--- src/rtl/seg_595_pkg.sv ---
// Shared definitions for the 74HC595 display link: field widths, frame bit order
// and helpers for decoding a captured shift-register word.
package seg_595_pkg;

    localparam int SEL_W   = 6;
    localparam int SEG_W   = 8;
    localparam int BIT_NUM = SEL_W + SEG_W;

    // After a full frame, sel[k] sits at SR_SEL0_POS-k and seg[j] at SR_SEG0_POS+j.
    localparam int SR_SEL0_POS = BIT_NUM - 1;
    localparam int SR_SEG0_POS = 0;

    typedef logic [BIT_NUM-1:0] frame_sr_t;

    typedef struct packed {
        logic [SEL_W-1:0] sel;
        logic [SEG_W-1:0] seg;
    } frame_t;

    function automatic frame_t unpack_frame(input frame_sr_t sr);
        frame_t f;
        for (int k = 0; k < SEL_W; k++) f.sel[k] = sr[SR_SEL0_POS-k];
        for (int j = 0; j < SEG_W; j++) f.seg[j] = sr[SR_SEG0_POS+j];
        return f;
    endfunction

    function automatic logic is_onehot(input logic [SEL_W-1:0] v);
        return (v != '0) && ((v & (v - 1'b1)) == '0);
    endfunction

endpackage

--- src/rtl/sync_edge.sv ---
// Multi-flop synchronizer for one link pin, with a delayed copy and a registered
// rise pulse that are aligned with each other.
module sync_edge #(
    parameter int STAGES = 2
) (
    input  logic clk,
    input  logic rst_n,
    input  logic d,
    output logic sync_o,
    output logic dly_o,
    output logic rise_o
);

    logic [STAGES-1:0] chain_q, chain_d;
    logic              dly_q, dly_d;
    logic              rise_q, rise_d;

    // dly_o lags sync_o by one cycle so it lines up with rise_o for data capture.
    always_comb begin
        chain_d = {chain_q[STAGES-2:0], d};
        dly_d   = chain_q[STAGES-1];
        rise_d  = chain_q[STAGES-1] & ~dly_q;
    end

    always_ff @(posedge clk or negedge rst_n) begin
        if (!rst_n) begin
            chain_q <= '0;
            dly_q   <= 1'b0;
            rise_q  <= 1'b0;
        end else begin
            chain_q <= chain_d;
            dly_q   <= dly_d;
            rise_q  <= rise_d;
        end
    end

    assign sync_o = chain_q[STAGES-1];
    assign dly_o  = dly_q;
    assign rise_o = rise_q;

endmodule

--- src/rtl/seg_595_rx.sv ---
// Receiver/monitor for the 74HC595 display link: oversamples the pins, rebuilds
// the shift/latch behaviour of the 595 pair and keeps a six-digit segment image.
module seg_595_rx #(
    parameter int SYNC_STAGES = 2,
    parameter int BIT_NUM     = seg_595_pkg::BIT_NUM
) (
    input  logic                                            sys_clk,
    input  logic                                            sys_rst_n,
    input  logic                                            stcp,
    input  logic                                            shcp,
    input  logic                                            ds,
    input  logic                                            oe,
    output logic [seg_595_pkg::SEL_W-1:0]                   sel_out,
    output logic [seg_595_pkg::SEG_W-1:0]                   seg_out,
    output logic                                            disp_on,
    output logic                                            frame_valid,
    output logic                                            frame_err,
    output logic                                            onehot_err,
    output logic [seg_595_pkg::SEL_W*seg_595_pkg::SEG_W-1:0] digit_seg
);
    import seg_595_pkg::*;

    localparam int         SR_W     = $bits(frame_sr_t);
    localparam logic [3:0] CNT_MAX  = 4'd15;
    localparam logic [3:0] CNT_FULL = 4'(BIT_NUM);

    logic stcp_rise, shcp_rise, ds_dly, oe_sync;
    logic stcp_sync_unused, stcp_dly_unused, shcp_sync_unused, shcp_dly_unused;
    logic ds_sync_unused, ds_rise_unused, oe_dly_unused, oe_rise_unused;

    sync_edge #(.STAGES(SYNC_STAGES)) u_sync_stcp (
        .clk(sys_clk), .rst_n(sys_rst_n), .d(stcp),
        .sync_o(stcp_sync_unused), .dly_o(stcp_dly_unused), .rise_o(stcp_rise)
    );

    sync_edge #(.STAGES(SYNC_STAGES)) u_sync_shcp (
        .clk(sys_clk), .rst_n(sys_rst_n), .d(shcp),
        .sync_o(shcp_sync_unused), .dly_o(shcp_dly_unused), .rise_o(shcp_rise)
    );

    sync_edge #(.STAGES(SYNC_STAGES)) u_sync_ds (
        .clk(sys_clk), .rst_n(sys_rst_n), .d(ds),
        .sync_o(ds_sync_unused), .dly_o(ds_dly), .rise_o(ds_rise_unused)
    );

    sync_edge #(.STAGES(SYNC_STAGES)) u_sync_oe (
        .clk(sys_clk), .rst_n(sys_rst_n), .d(oe),
        .sync_o(oe_sync), .dly_o(oe_dly_unused), .rise_o(oe_rise_unused)
    );

    frame_sr_t                  sr_q, sr_d, sr_shift;
    logic [3:0]                 bit_cnt_q, bit_cnt_d, cnt_shift;
    logic [SEL_W-1:0]           sel_q, sel_d;
    logic [SEG_W-1:0]           seg_q, seg_d;
    logic                       valid_q, valid_d;
    logic                       ferr_q, ferr_d;
    logic                       oherr_q, oherr_d;
    logic                       disp_q, disp_d;
    logic [SEL_W*SEG_W-1:0]     digit_q, digit_d;
    frame_t                     frame;

    // A coincident shift is applied first, so the latch sees the post-shift word and count.
    always_comb begin
        sr_shift  = sr_q;
        cnt_shift = bit_cnt_q;
        if (shcp_rise) begin
            sr_shift = {sr_q[SR_W-2:0], ds_dly};
            if (bit_cnt_q != CNT_MAX) cnt_shift = bit_cnt_q + 4'd1;
        end

        frame     = unpack_frame(sr_shift);
        sr_d      = sr_shift;
        bit_cnt_d = cnt_shift;
        sel_d     = sel_q;
        seg_d     = seg_q;
        valid_d   = 1'b0;
        ferr_d    = ferr_q;
        oherr_d   = oherr_q;
        digit_d   = digit_q;
        disp_d    = ~oe_sync;

        if (stcp_rise) begin
            sel_d     = frame.sel;
            seg_d     = frame.seg;
            valid_d   = 1'b1;
            bit_cnt_d = 4'd0;
            if (cnt_shift != CNT_FULL) ferr_d = 1'b1;
            if (!is_onehot(frame.sel)) begin
                oherr_d = 1'b1;
            end else begin
                for (int i = 0; i < SEL_W; i++) begin
                    if (frame.sel[i]) digit_d[i*SEG_W +: SEG_W] = frame.seg;
                end
            end
        end
    end

    always_ff @(posedge sys_clk or negedge sys_rst_n) begin
        if (!sys_rst_n) begin
            sr_q      <= '0;
            bit_cnt_q <= '0;
            sel_q     <= '0;
            seg_q     <= '0;
            valid_q   <= 1'b0;
            ferr_q    <= 1'b0;
            oherr_q   <= 1'b0;
            disp_q    <= 1'b0;
            digit_q   <= '0;
        end else begin
            sr_q      <= sr_d;
            bit_cnt_q <= bit_cnt_d;
            sel_q     <= sel_d;
            seg_q     <= seg_d;
            valid_q   <= valid_d;
            ferr_q    <= ferr_d;
            oherr_q   <= oherr_d;
            disp_q    <= disp_d;
            digit_q   <= digit_d;
        end
    end

    assign sel_out     = sel_q;
    assign seg_out     = seg_q;
    assign frame_valid = valid_q;
    assign frame_err   = ferr_q;
    assign onehot_err  = oherr_q;
    assign disp_on     = disp_q;
    assign digit_seg   = digit_q;

endmodule

--- config.mk ---
export PLATFORM = sky130hd
export DESIGN_NAME = seg_595_rx
export DESIGN_NICKNAME = d
export VERILOG_FILES = /design/src/rtl/seg_595_pkg.sv /design/src/rtl/sync_edge.sv /design/src/rtl/seg_595_rx.sv
export SDC_FILE = /design/constraint.sdc
export NUM_CORES = 1
export LEC_CHECK = 0
export ABC_AREA = 1
export CORE_MARGIN = 10
export CORE_UTILIZATION = 52
export CTS_CLUSTER_SIZE = 20
export DETAILED_ROUTE_END_ITERATION = 10
export PLACE_DENSITY = 0.79
export SYNTH_ARGS = -nofsm -noshare
export SYNTH_HDL_FRONTEND = slang
export SYNTH_HIERARCHICAL = 1
export SYNTH_SLANG_ARGS = --single-unit
--- constraint.sdc ---
create_clock -name sys_clk -period 1.9 [get_ports sys_clk]
set_input_delay 0.57 -clock sys_clk [delete_from_list [all_inputs] [get_ports sys_clk]]
set_output_delay 0.57 -clock sys_clk [all_outputs]
set_load 0.005 [all_outputs]
==> impl_metrics.env, run 1 <==
export IMPL_outcome="finished, final reports clean"
export IMPL_pwr_density_cell_mw_per_mm2=1250
export IMPL_finalCritPeriodShare_pct=95.6
export IMPL_setup_viol=0
export IMPL_die_area_mm2=0.0116
export IMPL_grt_usage_pct=17.1
export IMPL_endpoint_kind="output port"
export IMPL_insertedDiodeCount=0
export IMPL_ioPinCount=72
export IMPL_grt_overflow_total=0
export IMPL_area_growth_pct=31.2
export IMPL_firstDrtPassIters=4
export IMPL_vias=3260
export IMPL_layout_drive_gt1_share_pct=14.9
export IMPL_ant_nets=0
export IMPL_hp_class="input port to async pin"
export IMPL_skew_ns=0.00870
export IMPL_insertion_delay_ns=0.35
export IMPL_start_util_pct=54.5
export IMPL_relSlewSlack_pct=62.2
export IMPL_peakVddDrop_mv=0.659
export IMPL_cp_required_ns=1.33
export IMPL_cts_path_max_buffers=2
export IMPL_syn_mean_instance_area_um2=9.48
export IMPL_grt_pass1_vias=3226
export IMPL_timing_rr_end="digit_seg[36]$_DFFE_PN0P_"
export IMPL_critPathTopFamily="buffers and inverters"
export IMPL_crit_arrival_ns=1.25
export IMPL_stdcell_area_mm2=0.00527
export IMPL_placed_area_mm2=0.00492
export IMPL_cts_made_buffers=9
export IMPL_crit_fanout=2
export IMPL_final_hold_viol_count=0
export IMPL_fin_nets=519
export IMPL_worstPathCellList="clkdlybuf4s50_1"
export IMPL_core_area_mm2=0.00737
export IMPL_portBuffers=71
export IMPL_fin_crit_ns=1.82
export IMPL_fp_dieW_um=108
export IMPL_regToRegStartpoint="u_sync_shcp/rise_o$_DFF_PN0_"
export IMPL_via_per_inst=5.30
export IMPL_slew_violations=0
export IMPL_crit_path_max_incr_delay_ns=0.52
export IMPL_max_cap_violations=0
export IMPL_wl_mm=9.64
export IMPL_cp_slowest_cell="clkdlybuf4s50_1"
export IMPL_grt_pass1_wl_mm=15.9
export IMPL_fmax_mhz=550
export IMPL_numClockSinks=97
export IMPL_totalPowerFinal_mw=6.62
export IMPL_critPathLaunchType="flop"
export IMPL_rows=31
export IMPL_cts_htree_levels=3
export IMPL_cp_num_buf_inv=1
export IMPL_power_leakage_nw=2.59
export IMPL_grt_max_degree=50
export IMPL_syn_nets=431
export IMPL_tightest_slew_ns=0.567
export IMPL_antenna_found_initial=0
export IMPL_routedWlPerCell_um=15.7
export IMPL_die_h_um=108
export IMPL_gp_congestion=0.837
export IMPL_drc=0
export IMPL_rrSetupSlack_ns=0.14
export IMPL_cts_root_buf="clkbuf_8"
export IMPL_criticalPathCategory="flop to output port"
export IMPL_tns_ns=0
export IMPL_yosysWarnings=6
export IMPL_drt_iter0_drc=188
export IMPL_synth_area_mm2=0.00402
export IMPL_postSynthCellCount=424
export IMPL_clkTransAtPathRegs_ns=0.08
export IMPL_cts_tree="yes"
export IMPL_dp_hpwl_mm=6.67
export IMPL_reg2reg_depth=9
cells in the final DEF (no fill, tap or decap), drive strengths merged, types with 2 or more instances in the layout:
master,instances
dfrtp,97
nor2,20
bufinv,4
inv,21
clkdlybuf4s50,70
o21ai,18
a21oi,3
nand3,2
clkbuf,10
nand4,54
buf,25
nand2,185
layer usage:
layer / up-vias / track usage (%) / share of wire (%)
li1: 1575 / - / -
met1: 1566 / 22.3 / 41
met2: 107 / 26.5 / 48
met3: 12 / 4.37 / 9.0
met4: 0 / 7.16 / 1.4
met5: - / 0 / 0
registers in the layout (all words and copies together), names as in the netlist, 2 cells and up:
signal,flops
digit_seg,48
sr_q,14
seg_out,8
sel_out,6
bit_cnt_q,4
u_sync_ds/chain_q,2
u_sync_oe/chain_q,2
u_sync_shcp/chain_q,2
u_sync_stcp/chain_q,2
report_power, final:
| part | switching (mW) | internal (mW) | leakage (nW) |
|---|---|---|---|
| Clock | 0.663 | 1.04 | 0.129 |
| Sequential | 0.269 | 2.51 | 1.27 |
| Combinational | 1.10 | 1.04 | 1.19 |
final cells by class:
class | instances | area [µm²]
clock buffer | 10 | 138
clock inverter | 5 | 128
fill | 548 | 2100
inverter | 22 | 85.1
multi-input combinational | 287 | 1450
sequential | 97 | 2430
tap | 99 | 124
timing repair buffer | 95 | 926
metrics by stage:
stage	utilization, %	instances	hold slack (ns)	worst slack (ns)
after floorplan	-	424	0.274	0.279
after global placement	66.7	596	0.334	0.0783
after detailed placement	66.7	596	0.336	0.0114
after CTS	70.3	611	0.135	0.000461
after global routing	71.6	615	0.141	-0.0190
final	71.6	615	0.140	0.0828
how the worst max path moves through the flow:
| stage | startpoint | end | slack [ns] | cells past startpoint |
|---|---|---|---|---|
| finish | digit_seg[25]$_DFFE_PN0P_ | digit_seg[25] | 0.08 | 1 |
| CTS | u_sync_shcp/rise_o$_DFF_PN0_ | digit_seg[28]$_DFFE_PN0P_ | 0.0005 | 7 |
| floorplan | u_sync_shcp/rise_o$_DFF_PN0_ | digit_seg[24]$_DFFE_PN0P_ | 0.28 | 12 |
| global placement | u_sync_shcp/rise_o$_DFF_PN0_ | digit_seg[8]$_DFFE_PN0P_ | 0.08 | 9 |
| global route | u_sync_shcp/rise_o$_DFF_PN0_ | digit_seg[26]$_DFFE_PN0P_ | -0.02 | 11 |
| detailed placement | u_sync_shcp/rise_o$_DFF_PN0_ | digit_seg[28]$_DFFE_PN0P_ | 0.01 | 7 |
what timing repair did:
action                                  CTS  global route
hold buffers                              0             0
buffers inserted                          0             4
endpoints found under the setup margin    0            49
resized for setup                         0            11
No activity file was read; power rests on OpenSTA's default activity.
==> run 2: changes to the inputs <==
--- a/config.mk
+++ b/config.mk
@@ -11,6 +11,7 @@
 export CTS_CLUSTER_SIZE = 20
 export DETAILED_ROUTE_END_ITERATION = 10
 export PLACE_DENSITY = 0.79
+export SLEW_MARGIN = 20
 export SYNTH_ARGS = -nofsm -noshare
 export SYNTH_HDL_FRONTEND = slang
 export SYNTH_HIERARCHICAL = 1
==> results of run 2 <==
Same layout as run 1: the final DEF is identical, and so are final timing and power.
==> run 3: changes to the inputs <==
--- a/config.mk
+++ b/config.mk
@@ -5,14 +5,14 @@
 export SDC_FILE = /design/constraint.sdc
 export NUM_CORES = 1
 export LEC_CHECK = 0
-export ABC_AREA = 1
+export ABC_AREA = 0
 export CORE_MARGIN = 10
-export CORE_UTILIZATION = 52
+export CORE_UTILIZATION = 51
 export CTS_CLUSTER_SIZE = 20
 export DETAILED_ROUTE_END_ITERATION = 10
 export PLACE_DENSITY = 0.79
+export SETUP_SLACK_MARGIN = 0.15
 export SLEW_MARGIN = 20
 export SYNTH_ARGS = -nofsm -noshare
 export SYNTH_HDL_FRONTEND = slang
-export SYNTH_HIERARCHICAL = 1
 export SYNTH_SLANG_ARGS = --single-unit
==> run 3 against run 2 <==
  * Sequential power is 12% higher
  * Clock skew up 0.00094 ns
  * Die area shrank 5.2%
  * Critical path depth is 5 higher
  * Design area shrank 6.2%
  * Utilization is 0.050 points higher
  * Combinational power up 19%
  * Fmax fell by 2.7%
  * Largest cell class unchanged
==> impl_metrics.env, run 3 <==
export IMPL_synth_largest_area_cell="dfrtp_1"
export IMPL_placed_area_mm2=0.00458
export IMPL_rows=30
export IMPL_final_common_cell="dfrtp_1"
export IMPL_ioPinCount=72
export IMPL_fmax_mhz=535
export IMPL_crit_arrival_ns=2.10
export IMPL_area_growth_pct=34.1
export IMPL_skew_ns=0.00964
export IMPL_grt_pass1_vias=2447
export IMPL_finalCritPeriodShare_pct=98.3
export IMPL_synth_top_cell_area_share_pct=65.8
export IMPL_outcome="finished, final reports clean"
export IMPL_cts_tree="yes"
export IMPL_reg2reg_depth=6
export IMPL_postSynth_asyncResetShare_pct=100
export IMPL_cp_slowest_cell="dfrtp_1"
export IMPL_setup_viol=0
export IMPL_criticalPathCategory="flop to flop"
export IMPL_pwr_density_cell_mw_per_mm2=1430
export IMPL_grt_overflow_total=0
export IMPL_grt_max_degree=98
export IMPL_fin_crit_ns=1.87
export IMPL_synthFlopType="dfrtp_1"
export IMPL_cts_htree_levels=3
export IMPL_worstPathCellList="xor2_1 > o211ai_1 > nand3_4 > buf_12 > nand2_8 > mux2_2"
export IMPL_ant_nets=0
export IMPL_relSlewSlack_pct=67.1
export IMPL_rsz0062_at_grt="true"
export IMPL_ys_seq_area_share_pct=65.8
export IMPL_timing_rr_end="digit_seg[15]$_DFFE_PN0P_"
export IMPL_wl_mm=8.20
export IMPL_synth_area_mm2=0.00369
export IMPL_tightest_slew_ns=0.493
export IMPL_crit_fanout=8
export IMPL_syn_nets=245
export IMPL_die_area_mm2=0.0110
export IMPL_clkTransAtPathRegs_ns=0.09
export IMPL_regToRegStartpoint="sr_q[10]$_DFF_PN0_"
export IMPL_stdcell_area_mm2=0.00495
export IMPL_drt_iter0_drc=83
export IMPL_final_cell_mix="dfrtp_1 (95), mux2_2 (68), dlygate4sd2_1 (66)"
export IMPL_critPathLaunchType="flop"
export IMPL_numClockSinks=97
export IMPL_cts_root_buf="clkbuf_8"
export IMPL_gp_congestion=0.752
export IMPL_grt_usage_pct=14.9
export IMPL_cp_required_ns=2.13
export IMPL_grt_pass1_wl_mm=13.2
export IMPL_fp_dieW_um=105
export IMPL_drc=0
export IMPL_firstDrtPassIters=4
export IMPL_peakVddDrop_mv=0.873
export IMPL_critPathTopFamily="flip-flops"
export IMPL_vias=2222
export IMPL_insertedDiodeCount=0
export IMPL_synthTopCellsByArea="dfrtp_1 (66%), mux2_2 (21%), nand3_1 (1.4%), mux2_1 (1.2%), nand2_2 (0.85%)"
export IMPL_routedWlPerCell_um=18.8
export IMPL_yosysWarnings=0
export IMPL_cp_startpoint="sr_q[10]$_DFF_PN0_"
export IMPL_slew_violations=0
export IMPL_portBuffers=71
export IMPL_via_per_inst=5.10
export IMPL_totalPowerFinal_mw=7.09
export IMPL_max_cap_violations=0
export IMPL_dpl_cell_count=410
export IMPL_die_h_um=105
export IMPL_rrSetupSlack_ns=0.03
export IMPL_power_leakage_nw=2.50
export IMPL_tns_ns=0
export IMPL_dp_hpwl_mm=5.54
export IMPL_ys_types=32
export IMPL_crit_path_max_incr_delay_ns=0.47
export IMPL_synth_seq_cells=97
export IMPL_insertion_delay_ns=0.35
export IMPL_endpoint_kind="flop"
export IMPL_layout_drive_gt1_share_pct=37.9
export IMPL_final_util_pct=71.6
export IMPL_layout_cells_non_filler=436
export IMPL_syn_mean_instance_area_um2=15.5
export IMPL_largest_reg_flops=48
export IMPL_cts_made_buffers=9
export IMPL_cts_path_max_buffers=2
export IMPL_final_hold_viol_count=0
export IMPL_synth_common_cells="dfrtp_1 (97), mux2_2 (69), nand3_1 (10)"
export IMPL_core_area_mm2=0.00691
export IMPL_yosysMostFrequentCell="dfrtp_1"
export IMPL_postCtsHoldBufs=0
export IMPL_start_util_pct=53.4
export IMPL_synth_edf_count=0
export IMPL_postSynthCellCount=238
export IMPL_hp_class="input port to async pin"
export IMPL_antenna_found_initial=0
export IMPL_cp_num_buf_inv=1
export IMPL_fin_nets=342
run 3: stage by stage:
stage | setup WS [ns] | hold slack, ns
2_1_floorplan | 0.202 | 0.274
3_3_place_gp | -0.0227 | 0.332
3_5_place_dp | -0.0628 | 0.338
4_1_cts | 0.0637 | 0.276
5_1_grt | -0.0424 | 0.297
6_report | 0.0320 | 0.249
run 3: layout make-up:
type	instances	area, µm²
clock inverters	6	91.3
repair buffers	92	825
inverters	4	15.0
flip-flops and latches	97	2430
clock buffers	10	128
fillers	510	1960
well taps	96	120
multi-input cells	131	1340
run 3: worst reg2reg max path, stage by stage (launching register included):
cell and delay (ns):
dfrtp_1 0.47, xor2_1 0.17, o211ai_1 0.35, nand3_4 0.13, buf_12 0.17, nand2_8 0.12, mux2_2 0.35
run 3: power by group:
group	internal (mW)	switching (mW)	total [mW]
Clock	0.749	0.703	1.45
Sequential	2.68	0.418	3.10
Combinational	1.39	1.15	2.54
run 3: metal layers:
metal	track usage [%]	vias up	wire (µm)
li1	-	1031	-
met2	24.3	46	4090
met3	4.67	8	450
met4	5.88	0	105
met1	18.0	1137	3550
met5	0	-	0
run 3: worst max path at each step:
stage                     slack (ns)                        end  cells after the start
after floorplan                 0.20  digit_seg[40]$_DFFE_PN0P_                      6
after global placement         -0.02   digit_seg[3]$_DFFE_PN0P_                      5
after detailed placement       -0.06   digit_seg[9]$_DFFE_PN0P_                      6
after CTS                       0.06  digit_seg[45]$_DFFE_PN0P_                      6
after global routing           -0.04  digit_seg[10]$_DFFE_PN0P_                      6
final                           0.03  digit_seg[15]$_DFFE_PN0P_                      6
run 3: cell families (layout without fill, tap and decap cells):
logic type	count (synthesis)	count (layout)	share of synthesized area, %
XOR/XNOR	3	3	0.712
flip-flops	97	97	65.8
AND/OR/NAND/NOR	39	39	6.00
AO/OA/AOI/OAI	12	12	2.00
multiplexers	76	76	23.6
adder cells (fa/ha/maj)	1	1	0.339
buffers and inverters	10	112	1.49
run 3: repair_timing:
action	in CTS	in global routing
setup endpoints to repair	114	49
buffers inserted	7	3
resized for setup	81	11
endpoints found under the hold margin	0	0
pin swaps	2	5
==> patch: new RTL, flow settings as in run 3 <==
Register the inputs `stcp`, `shcp`, `ds` and `oe` before use. The logic sees them one clock later.
--- a/src/rtl/seg_595_rx.sv
+++ b/src/rtl/seg_595_rx.sv
@@ -26,2 +26,14 @@
 
+    logic stcp_q;
+    logic shcp_q;
+    logic ds_q;
+    logic oe_q;
+
+    always_ff @(posedge sys_clk) begin
+        stcp_q <= stcp;
+        shcp_q <= shcp;
+        ds_q   <= ds;
+        oe_q   <= oe;
+    end
+
     logic stcp_rise, shcp_rise, ds_dly, oe_sync;
@@ -31,3 +43,3 @@
     sync_edge #(.STAGES(SYNC_STAGES)) u_sync_stcp (
-        .clk(sys_clk), .rst_n(sys_rst_n), .d(stcp),
+        .clk(sys_clk), .rst_n(sys_rst_n), .d(stcp_q),
         .sync_o(stcp_sync_unused), .dly_o(stcp_dly_unused), .rise_o(stcp_rise)
@@ -36,3 +48,3 @@
     sync_edge #(.STAGES(SYNC_STAGES)) u_sync_shcp (
-        .clk(sys_clk), .rst_n(sys_rst_n), .d(shcp),
+        .clk(sys_clk), .rst_n(sys_rst_n), .d(shcp_q),
         .sync_o(shcp_sync_unused), .dly_o(shcp_dly_unused), .rise_o(shcp_rise)
@@ -41,3 +53,3 @@
     sync_edge #(.STAGES(SYNC_STAGES)) u_sync_ds (
-        .clk(sys_clk), .rst_n(sys_rst_n), .d(ds),
+        .clk(sys_clk), .rst_n(sys_rst_n), .d(ds_q),
         .sync_o(ds_sync_unused), .dly_o(ds_dly), .rise_o(ds_rise_unused)
@@ -46,3 +58,3 @@
     sync_edge #(.STAGES(SYNC_STAGES)) u_sync_oe (
-        .clk(sys_clk), .rst_n(sys_rst_n), .d(oe),
+        .clk(sys_clk), .rst_n(sys_rst_n), .d(oe_q),
         .sync_o(oe_sync), .dly_o(oe_dly_unused), .rise_o(oe_rise_unused)
Function: changed (a bounded check fails within 4 cycles, from zero or initial values and one cycle with sys_rst_n low).
==> patch against run 3 <==
Worst hold slack worse by 0.14 ns. Routed wire length up 3.6%. Power grew 0.44%. Setup slack lost 0.028 ns. Synthesized area is 2.2% higher. Global-route usage is 0.51 points higher. Critical path depth unchanged. Final area grew 4.4%. Sequential power up 4%. Maximum frequency decreased by 1.5%. Sequential cell count grew 4.
==> patch: results (changes against run 3) <==
- Total CTS buffers: 9 (unchanged)
* Final-stage net count: 359 (+5.0%)
- The number of distinct standard cells referenced by the synthesized netlist is 33 (+3.1%).
* Detailed placer's ending HPWL: 5.78 mm (+4.3%)
- The tightest slew margin relative to the limit is 0.644 (-0.0270).
* Routability congestion estimate from global placement: 0.729 (-3.2%)
* Placed instance area: 0.00471 mm^2 (+2.8%)
- Post-synthesis async set-or-reset flop share: 0.960 (-0.0396)
* Net Count, Synth: 249 (+1.6%)
* Via count: 2356 (+6.0%)
- Worst clock skew: 0.00893 ns (-0.000714 ns)
- Reg-to-reg setup timing slack: 0.004 ns (-0.03 ns)
* Wire length of the first global-routing pass: 14.0 mm (+6.3%)
- Number of buffer cells added on primary ports: 71 (unchanged)
- Maximum number of pins on one net before global-route repair: 43 (-56%)
* Ranking of synthesized cells by instance count: dfrtp_1, mux2_2, nand3_1, nor2_1
* Total wirelength of the detailed-routed design: 8.49 mm (+3.6%)
- H-Tree Level Count: 3 (unchanged)
* Vias in the first global route: 2618 (+7.0%)
- Part of the Yosys area used for sequential elements: 0.665 (+0.00727)
* Cells taking the most area after synthesis: dfrtp_1, mux2_2, dfxtp_1
- The leakage power figure came to 2.66 nW (+6.5%).
- The number of flip-flops under the largest register name came to 48 (unchanged).
- The number of cells after detailed placement came to 421 (+2.7%).
- The switching share of power came to 0.326 (+0.00659).
* Final worst slack: 0.00405 ns (-0.0280 ns)
- The fill cell total of the finished layout came to 535 (+4.9%).
- The maximum fanout along the worst path is 8 (unchanged).
- The pre-CTS setup slack was -0.0100 ns (+0.0528 ns).
- The data arrival time of the critical path was 2.14 ns (+0.04 ns).
* Worst Hold Class: input pin to asynchronous set/reset pin
- The cell count of the worst reg-to-reg path came to 6 (unchanged).
- The average instance area after synthesis came to 15.6 um^2 (+0.48%).
- First-pass detailed-route iteration total: 4 (unchanged)
* Diode insertion count for antenna repair: 0 (unchanged)
* 1st-iter DRT viols: 119 (+43%)
- Post-synth top flop: dfrtp_1
- The fraction of final layout cells with drive strength greater than 1 came to 0.403 (+0.0239).
* Number of antenna violations at the first check in global routing: 0 (unchanged)
- The total routing resource utilization after global routing was 0.154 (+0.00507).
- IR drop worst, VDD: 741 uV (-15%)
- Total number of yosys warnings: 0 (unchanged)
- Highest-delay cell along the critical path: dfrtp_2
- Delay of the slowest cell on the worst path: approximately 0.48 ns
- R2R Path End: digit_seg[2]
* Final hold vios: 0 (unchanged)
- Clock input transition at the sequential cells of the worst setup and hold paths: approximately 0.1 ns
- The cell sitting at the root of the clock tree is a clkbuf_8.
- The clock tree buffer depth was 2 (unchanged).
* Result of the run: finished, final reports clean
* Insertion delay of the later-clocked pin in the worst-skew pair: between 0.3 and 0.4 ns
- The number of vias per cell after detailed routing is 5.17 (+1.4%).
- Launching point of the worst reg2reg path: u_sync_shcp.rise_o
==> patch: cell count changes in the layout (fill, tap and decap cells not counted), moves of 3 or more <==
cell / before / now
nand2_4: 0 / 3
mux2_2: 68 / 53
mux2_4: 1 / 17
dfxtp_1: 0 / 4
buf_6: 1 / 7
buf_4: 18 / 25
==> patch: area by class of cell <==
type	count	area, um^2	share of cell area
multi-input cells	131	1380	0.266
clock inverters	6	56.3	0.0109
repair buffers	105	945	0.183
well taps	99	124	0.0240
flip-flops and latches	101	2510	0.486
inverters	4	15.0	0.00291
clock buffers	10	138	0.0267
==> patch: power groups by stage <==
| stage | Clock [mW] | Combinational [mW] | Sequential [mW] |
|---|---|---|---|
| 4_1_cts | 1.32 | 2.55 | 3.20 |
| 3_3_place_gp | 0 | 2.43 | 3.23 |
| 5_1_grt | 1.41 | 2.84 | 3.31 |
| 6_report | 1.30 | 2.60 | 3.23 |
| 3_5_place_dp | 0 | 2.49 | 3.24 |
| 2_1_floorplan | 0 | 1.05 | 3.19 |
==> patch: worst max path at each step <==
stage                             startpoint            end  cells past startpoint
final                     u_sync_shcp.rise_o   digit_seg[2]                      6
after global routing      u_sync_shcp.rise_o   digit_seg[2]                      6
after CTS                 u_sync_shcp.rise_o  digit_seg[40]                      6
after detailed placement  u_sync_shcp.rise_o  digit_seg[13]                      5
after global placement    u_sync_shcp.rise_o   digit_seg[4]                      5
after floorplan           u_sync_shcp.rise_o  digit_seg[40]                      6
==> patch: metrics by stage <==
step,hold slack (ns),util
4_1_cts,0.113,0.706
6_report,0.109,0.716
5_1_grt,0.117,0.716
3_5_place_dp,0.322,0.653
2_1_floorplan,0.274,-
3_3_place_gp,0.316,0.653
==> patch: cell families after synthesis <==
family | synth area share
compound gates | 0.0196
xor+xnor | 0.00697
fa+ha+maj | 0.00332
buf+inv | 0.0146
flops | 0.665
mux | 0.231
simple gates | 0.0588
==> patch: repair_timing <==
action / CTS / global route
setup endpoints to repair: 114 / 48
pin swaps: 8 / 6
buffers inserted: 18 / 1
gates cloned: 0 / 0
resized for setup: 97 / 17
==> patch: worst max-delay path: cells and delay by family, from the launching register on <==
family | cells | cell delay [ns]
buf+inv | 1 | 0.14
flops | 1 | 0.48
simple gates | 3 | 0.54
mux | 2 | 0.62
==> patch: metal layers <==
metal	vias up	wire, um	global-route usage
li1	1069	-	-
met1	1223	3690	0.189
met2	48	4160	0.250
met3	16	481	0.0489
met4	0	161	0.0590
met5	-	0	0
